File: src/rtl/image_sched_pkg.sv
// Shared types and constants for the image job scheduler: FSM states,
// engine command encodings and the packed job word width.
package image_sched_pkg;

  typedef enum logic [2:0] {
    ST_INIT,
    ST_IDLE,
    ST_ISSUE,
    ST_RUN,
    ST_COOL
  } sched_state_e;

  localparam logic [1:0] CMD_PASS  = 2'd0;
  localparam logic [1:0] CMD_WHITE = 2'd1;
  localparam logic [1:0] CMD_SHIFT = 2'd2;

  // Job word is {cmd, base, len}
  function automatic int job_width(input int addr_w);
    return 2 + 2 * addr_w;
  endfunction

endpackage

File: src/rtl/image_job_fifo.sv
// Synchronous job queue with first-word-fall-through head, flush and an
// occupancy count the scheduler uses to precompute its registered flags.
module job_fifo #(
  parameter int DEPTH = 4,
  parameter int W     = 40
) (
  input  logic                       clk_p,
  input  logic                       rst,
  input  logic                       push,
  input  logic                       pop,
  input  logic                       flush,
  input  logic [W-1:0]               din,
  output logic [W-1:0]               head,
  output logic                       full,
  output logic                       empty,
  output logic [$clog2(DEPTH):0]     count
);

  localparam int AW = $clog2(DEPTH);
  localparam int CW = AW + 1;

  logic [W-1:0]  mem [DEPTH];
  logic [AW-1:0] wr_ptr;
  logic [AW-1:0] rd_ptr;
  logic          do_push;
  logic          do_pop;

  assign full    = (count == CW'(DEPTH));
  assign empty   = (count == '0);
  assign do_push = push && !full;
  assign do_pop  = pop && !empty;
  assign head    = mem[rd_ptr];

  always_ff @(posedge clk_p) begin
    if (do_push) mem[wr_ptr] <= din;
  end

  // Flush wins over a same-cycle push or pop
  always_ff @(posedge clk_p) begin
    if (rst || flush) begin
      wr_ptr <= '0;
      rd_ptr <= '0;
      count  <= '0;
    end else begin
      if (do_push) wr_ptr <= wr_ptr + 1'b1;
      if (do_pop)  rd_ptr <= rd_ptr + 1'b1;
      count <= count + CW'(do_push) - CW'(do_pop);
    end
  end

endmodule

File: src/rtl/image_job_scheduler.sv
// Queues host frame jobs and launches them one at a time on the image engine,
// with a run watchdog, host abort, completion counting and sticky error flags.
module image_job_scheduler
  import image_sched_pkg::*;
#(
  parameter int ADDR_WIDTH     = 19,
  parameter int FIFO_DEPTH     = 4,
  parameter int READY_DELAY    = 1024,
  parameter int TIMEOUT_CYCLES = 500000
) (
  input  logic                  clk_p,
  input  logic                  rst,
  input  logic                  job_valid,
  output logic                  job_ready,
  input  logic [1:0]            job_cmd,
  input  logic [ADDR_WIDTH-1:0] job_base,
  input  logic [ADDR_WIDTH-1:0] job_len,
  input  logic                  abort,
  output logic                  eng_start,
  output logic [1:0]            eng_cmd,
  output logic [ADDR_WIDTH-1:0] eng_base,
  output logic [ADDR_WIDTH-1:0] eng_len,
  output logic                  eng_abort,
  input  logic                  eng_done,
  output logic                  frame_done,
  output logic [15:0]           jobs_done,
  output logic                  busy,
  output logic                  all_ready,
  output logic                  err_zero_len,
  output logic                  err_timeout
);

  localparam int JW = job_width(ADDR_WIDTH);
  localparam int CW = $clog2(FIFO_DEPTH) + 1;
  localparam int TW = $clog2(TIMEOUT_CYCLES + 1);
  localparam int IW = $clog2(READY_DELAY + 1);

  sched_state_e    state;
  logic [TW-1:0]   timer;
  logic [IW-1:0]   init_cnt;
  logic            accept;
  logic            enq;
  logic            pop;
  logic            flush;
  logic            init_done;
  logic [CW-1:0]   fifo_cnt;
  logic [CW-1:0]   cnt_nxt;
  logic            fifo_full;
  logic            fifo_empty;
  logic [JW-1:0]   head;

  assign accept    = job_valid && job_ready;
  assign enq       = accept && !fifo_full && (job_len != '0);
  assign pop       = (state == ST_ISSUE);
  assign flush     = abort && ((state == ST_IDLE) || (state == ST_RUN));
  assign init_done = (state == ST_INIT) && (init_cnt == IW'(READY_DELAY - 1));

  // Queue occupancy after this edge; lets the flags below stay registered
  always_comb begin
    cnt_nxt = fifo_cnt + CW'(enq) - CW'(pop);
    if (flush) cnt_nxt = '0;
  end

  job_fifo #(
    .DEPTH (FIFO_DEPTH),
    .W     (JW)
  ) u_fifo (
    .clk_p (clk_p),
    .rst   (rst),
    .push  (enq),
    .pop   (pop),
    .flush (flush),
    .din   ({job_cmd, job_base, job_len}),
    .head  (head),
    .full  (fifo_full),
    .empty (fifo_empty),
    .count (fifo_cnt)
  );

  always_ff @(posedge clk_p) begin
    if (rst) begin
      state        <= ST_INIT;
      init_cnt     <= '0;
      timer        <= '0;
      job_ready    <= 1'b0;
      eng_start    <= 1'b0;
      eng_cmd      <= CMD_PASS;
      eng_base     <= '0;
      eng_len      <= '0;
      eng_abort    <= 1'b0;
      frame_done   <= 1'b0;
      jobs_done    <= '0;
      busy         <= 1'b0;
      all_ready    <= 1'b0;
      err_zero_len <= 1'b0;
      err_timeout  <= 1'b0;
    end else begin
      eng_start  <= 1'b0;
      eng_abort  <= 1'b0;
      frame_done <= 1'b0;
      job_ready  <= ((state != ST_INIT) || init_done) && (cnt_nxt != CW'(FIFO_DEPTH));
      if (accept && (job_len == '0)) err_zero_len <= 1'b1;

      case (state)
        ST_INIT: begin
          busy      <= 1'b0;
          all_ready <= init_done && (cnt_nxt == '0);
          if (init_done) state <= ST_IDLE;
          else           init_cnt <= init_cnt + 1'b1;
        end

        ST_IDLE: begin
          if (abort) begin
            busy      <= 1'b0;
            all_ready <= 1'b1;
          end else if (!fifo_empty) begin
            state     <= ST_ISSUE;
            busy      <= 1'b1;
            all_ready <= 1'b0;
          end else begin
            busy      <= 1'b0;
            all_ready <= (cnt_nxt == '0);
          end
        end

        ST_ISSUE: begin
          eng_cmd   <= head[JW-1 -: 2];
          eng_base  <= head[2*ADDR_WIDTH-1 -: ADDR_WIDTH];
          eng_len   <= head[ADDR_WIDTH-1:0];
          eng_start <= 1'b1;
          timer     <= '0;
          state     <= ST_RUN;
          busy      <= 1'b1;
          all_ready <= 1'b0;
        end

        // Host abort beats completion, completion beats the watchdog
        ST_RUN: begin
          if (abort) begin
            eng_abort <= 1'b1;
            state     <= ST_IDLE;
            busy      <= 1'b0;
            all_ready <= 1'b1;
          end else if (eng_done) begin
            frame_done <= 1'b1;
            jobs_done  <= jobs_done + 16'd1;
            state      <= ST_COOL;
          end else if (timer == TW'(TIMEOUT_CYCLES - 1)) begin
            eng_abort   <= 1'b1;
            err_timeout <= 1'b1;
            state       <= ST_COOL;
          end else begin
            timer <= timer + 1'b1;
          end
        end

        ST_COOL: begin
          state     <= ST_IDLE;
          busy      <= 1'b0;
          all_ready <= (cnt_nxt == '0);
        end

        default: state <= ST_INIT;
      endcase
    end
  end

endmodule

File: config.mk
export PLATFORM = sky130hd
export DESIGN_NAME = image_job_scheduler
export DESIGN_NICKNAME = d
export VERILOG_FILES = /design/src/rtl/image_sched_pkg.sv /design/src/rtl/image_job_fifo.sv /design/src/rtl/image_job_scheduler.sv
export SDC_FILE = /design/constraint.sdc
export NUM_CORES = 1
export LEC_CHECK = 0
export BUFFER_PORTS_ARGS = -buffer_cell sky130_fd_sc_hd__buf_4
export CAP_MARGIN = 20
export CORE_MARGIN = 4
export CORE_UTILIZATION = 50
export CTS_CLUSTER_DIAMETER = 100
export DETAILED_ROUTE_END_ITERATION = 10
export PLACE_DENSITY_LB_ADDON = 0.25
export SLEW_MARGIN = 20
export SYNTH_ARGS = -nofsm -noshare
export SYNTH_HDL_FRONTEND = slang
export SYNTH_SLANG_ARGS = --single-unit
File: constraint.sdc
create_clock -name clk_p -period 8.6 [get_ports clk_p]
set_input_delay 1.72 -clock clk_p [delete_from_list [all_inputs] [get_ports clk_p]]
set_output_delay 1.72 -clock clk_p [all_outputs]
set_load 0.02 [all_outputs]
==> results by group <==
Power
  • Pint: between 2 and 2.5 mW
  • Power share of the sequential group: roughly 52%
  • Net Sw Frac: 20.42%
  • Comb pwr share: under 10%
  • Peak supply drop: approximately 0.17 mV
  • LEAKAGE: about 4.2 nW
  • Psw: approximately 0.54 mW
  • Pwr per Cell Area: between 200 and 250 nW/um2
  • Clk pwr share: 45.7%

Worst setup path
  • Worst R2R Path Depth: 11
  • Crit path capture type: flop
  • Reg-to-reg startpoint: state[1]
  • WP data arrival: approximately 4300 ps
  • Critical path launch point type: input port
  • Critical path origin: job_len[6]
  • Max incr delay on CP: between 400 and 500 ps
  • R2r endpoint: all_ready
  • Crit path required time: just over 9000 ps
  • Slowest CP cell: nor4_1
  • Critical path class: in -> reg
  • Crit path cell chain: buf_4 -> nor4_1 -> and4_1 -> a221oi_1 -> ha_1 -> fa_1 -> xnor3_1 -> nor3_1 -> o221ai_1 -> nor3_1 -> a41o_1
  • Cell repeated most along the worst path: nor3_1
  • CP Max Fanout: 5
  • R2R setup slack: around 5000 ps

GRT
  • Gr ovfl total: 0
  • Met3 Use GR: under 10%
  • Largest net degree at the start of global routing: a little over 80
  • Busiest grt layer: met2
  • GRT met2 Usage: 30.51%
  • Tot GR Track Use: a little under a fifth
  • Initial antenna violation count: 0
  • First-pass GRT wire length: ~33000 um
  • Vias in the first global route: a little over 6000
  • GR Util met1: 24.57%

Logic synthesis
  • Synth Flop Type: edfxtp_1
  • Post-synth EDFFs: 160
  • Mapped cell area: approximately 10000 um2
  • Net Count, Synth: between 800 and 900
  • Synth Register Bits: ~260
  • Mapped Avg Cell Area: between 10 and 15 um2
  • Async SR Flop Fraction: 0%
  • Synth Instances: slightly below 800
  • Seq/Total Area, Yosys: 66.61%
  • Ys Warns: 0
  • Netlist cell types: 55

Placed design
  • Final HPWL DP: roughly 13000 um
  • Routability cong.: approximately 0.79
  • IO buf count: between 100 and 150
  • Dpl ws: between 4000 and 5000 ps

Timing
  • Slew at the pin closest to its max-slew limit: 1068 ps
  • Min cycle time layout: roughly 3800 ps
  • Final period utilization: 44.41%
  • Pins Over Slew Limit: 0
  • PnR worst setup slack: roughly 4800 ps
  • Setup repair after global routing missed its margin: no
  • FMAX: between 0.2 and 0.3 GHz
  • Fin Clk Skew: ~7.9 ps
  • Setup TNS: 0 ps
  • Setup violators final: 0
  • Relative slew margins: ~29%
  • Final Hold Fails: 0

CTS
  • TritonCTS clock tree: done
  • Skew-Pair Late Insertion Delay: approximately 550 ps
  • Longest Clk Path Bufs: 3
  • Clk pin slew, worst setup/hold paths: about 60 ps
  • CTS root buf: clkbuf_16
  • Hold-fix buffers, CTS: 0
  • Htree depth: 1
  • Cts repair resizes: 0
  • Postcts setup bufs: 0
  • CTS Buf Count: 27
  • CTS sink cnt: 264

Detailed routing
  • Via density: roughly 5.5
  • DR DRC count: 0
  • Routed Antenna Nets: 0
  • DR pass1 iterations: 5
  • Final WL: between 20000 and 25000 um
  • Initial DRC count: about 460
  • Via count: roughly 6400
  • Drt wl/cell: 17.97 um

Floorplanning
  • IO Pins: between 100 and 150
  • Overall die height: around 150 um
  • Rows: 52
  • Initial Utilization: 50.93%
  • Die X: between 150 and 200 um
  • Core outline area: ~20000 um2
  • Area of the die: ~23000 um2

Hold path
  • Hold path depth: 1
  • Worst Hold Launch: init_cnt[10]
  • Hold WC Path Type: reg -> reg
  • Hold endpoint: init_cnt[10]

Final layout
  • Area grow syn2layout: 18.77%
  • N_diodes: 0
  • # nets final: roughly 930
  • Layout cells sized above 1: around 23%

Run
  • Max cap viols: 0

Outcome
  • Outcome: complete, no violations
[Yosys cell counts (all sizes together) (2+ instances only)]
library cell,count,area [um2]
and2,4,25.02
dfxtp,104,2082
nand3,13,65.06
and4,5,43.79
a31oi,2,12.51
nor3,19,95.09
nor4b,2,23.77
nor4,11,68.82
ha,11,137.6
a21oi,60,300.3
nand3b,3,22.52
nor2b,2,12.51
nor4bb,3,30.03
or4,4,30.03
a221oi,2,23.77
xor2,4,35.03
mux2i,2,20.02
buf,12,53.81
mux4,40,900.9
clkbuf,28,105.1
nand2b,3,18.77
or3,11,68.82
nand4,9,56.30
a41o,2,20.02
inv,17,63.81
nor2,57,214.0
a31o,2,26.28
xnor2,29,254.0
a211oi,2,15.01
o21ai,13,65.06
edfxtp,160,4805
and3,8,50.05
fa,2,40.04
nand2,112,420.4
[worst max-delay path: cells and delay by family]
| kind | cells | cell delay (ps) |
|---|---|---|
| fa+ha+maj | 2 | 630 |
| buf+inv | 1 | 130 |
| xor+xnor | 1 | 220 |
| simple gates | 4 | 1210 |
| compound gates | 3 | 390 |
[sequential cells by signal (all words and copies together), names as in the netlist, 2 cells and up]
register and count:
u_fifo.mem 160, eng_base 19, eng_len 19, timer 19
jobs_done 16, init_cnt 11, state 3, u_fifo.count 3
eng_cmd 2, u_fifo.rd_ptr 2, u_fifo.wr_ptr 2
[per-layer routing]
layer	part of all wire [%]	up-vias
met1	44	3107
met2	48	166
li1	-	3060
met4	2.4	0
met5	0	-
met3	5.9	39
[layout by cell type (no fill, tap or decap), types with 4 or more instances in the layout]
master / synthesis / layout
a21oi_1: 60 / 60
and3_1: 8 / 8
and4_1: 5 / 5
buf_4: 1 / 110
bufinv_16: 0 / 4
clkbuf_16: 0 / 27
clkinv_1: 0 / 5
clkinv_2: 0 / 7
dfxtp_1: 104 / 102
edfxtp_1: 160 / 160
ha_1: 11 / 11
inv_1: 16 / 16
mux4_2: 40 / 40
nand2_1: 112 / 112
nand3_1: 13 / 13
nand4_1: 9 / 9
nor2_1: 57 / 57
nor3_1: 19 / 19
nor4_1: 11 / 11
o21ai_0: 12 / 12
or3_1: 11 / 11
or4_1: 4 / 4
xnor2_1: 29 / 29
xor2_1: 4 / 4
[stage by stage]
step	power, mW	instances	area, um2	hold slack (ps)	utilization, %
global route	2.718	1162	12280	458.5	60.49
detailed placement	1.458	1112	11350	432.6	55.93
CTS	2.652	1162	12270	440.7	60.46
global placement	1.456	1112	11350	431.9	55.93
floorplan	1.420	772	10340	423.6	-
finish	2.634	1162	12280	438.0	60.49
[worst max-delay path by stage]
stage	to	cells after the start
5_1_grt	all_ready	11
3_3_place_gp	all_ready	11
4_1_cts	all_ready	11
3_5_place_dp	all_ready	11
2_1_floorplan	u_fifo.mem[0][0]	4
6_report	all_ready	11
[power groups by stage]
stage	combinational [mW]	clock (mW)	sequential, mW
after CTS	0.0729	1.22	1.36
after floorplan	0.0354	0	1.38
after detailed placement	0.0724	0	1.39
after global routing	0.0807	1.28	1.36
final	0.0721	1.20	1.36
after global placement	0.0708	0	1.39
[cell type report]
| cell class | count | area [um2] |
|---|---|---|
| flip-flops and latches | 264 | 6894 |
| repair buffers | 110 | 825.8 |
| inverters | 17 | 63.81 |
| clock buffers | 32 | 714.4 |
| well taps | 270 | 337.8 |
| clock inverters | 18 | 205.2 |
| multi-input cells | 451 | 3238 |
| fillers | 1613 | 8020 |
[logic make-up after synthesis]
kind of cell	Yosys count	synth area share, %
and+or+nand+nor	269	12.28
buffers and inverters	57	2.154
adders and majority gates	13	1.719
AOI/OAI and AO/OA	93	5.313
muxes	42	8.907
DFF	264	66.61
xor gates and xnor gates	34	3.013
Power figures use the tool's default switching activity.
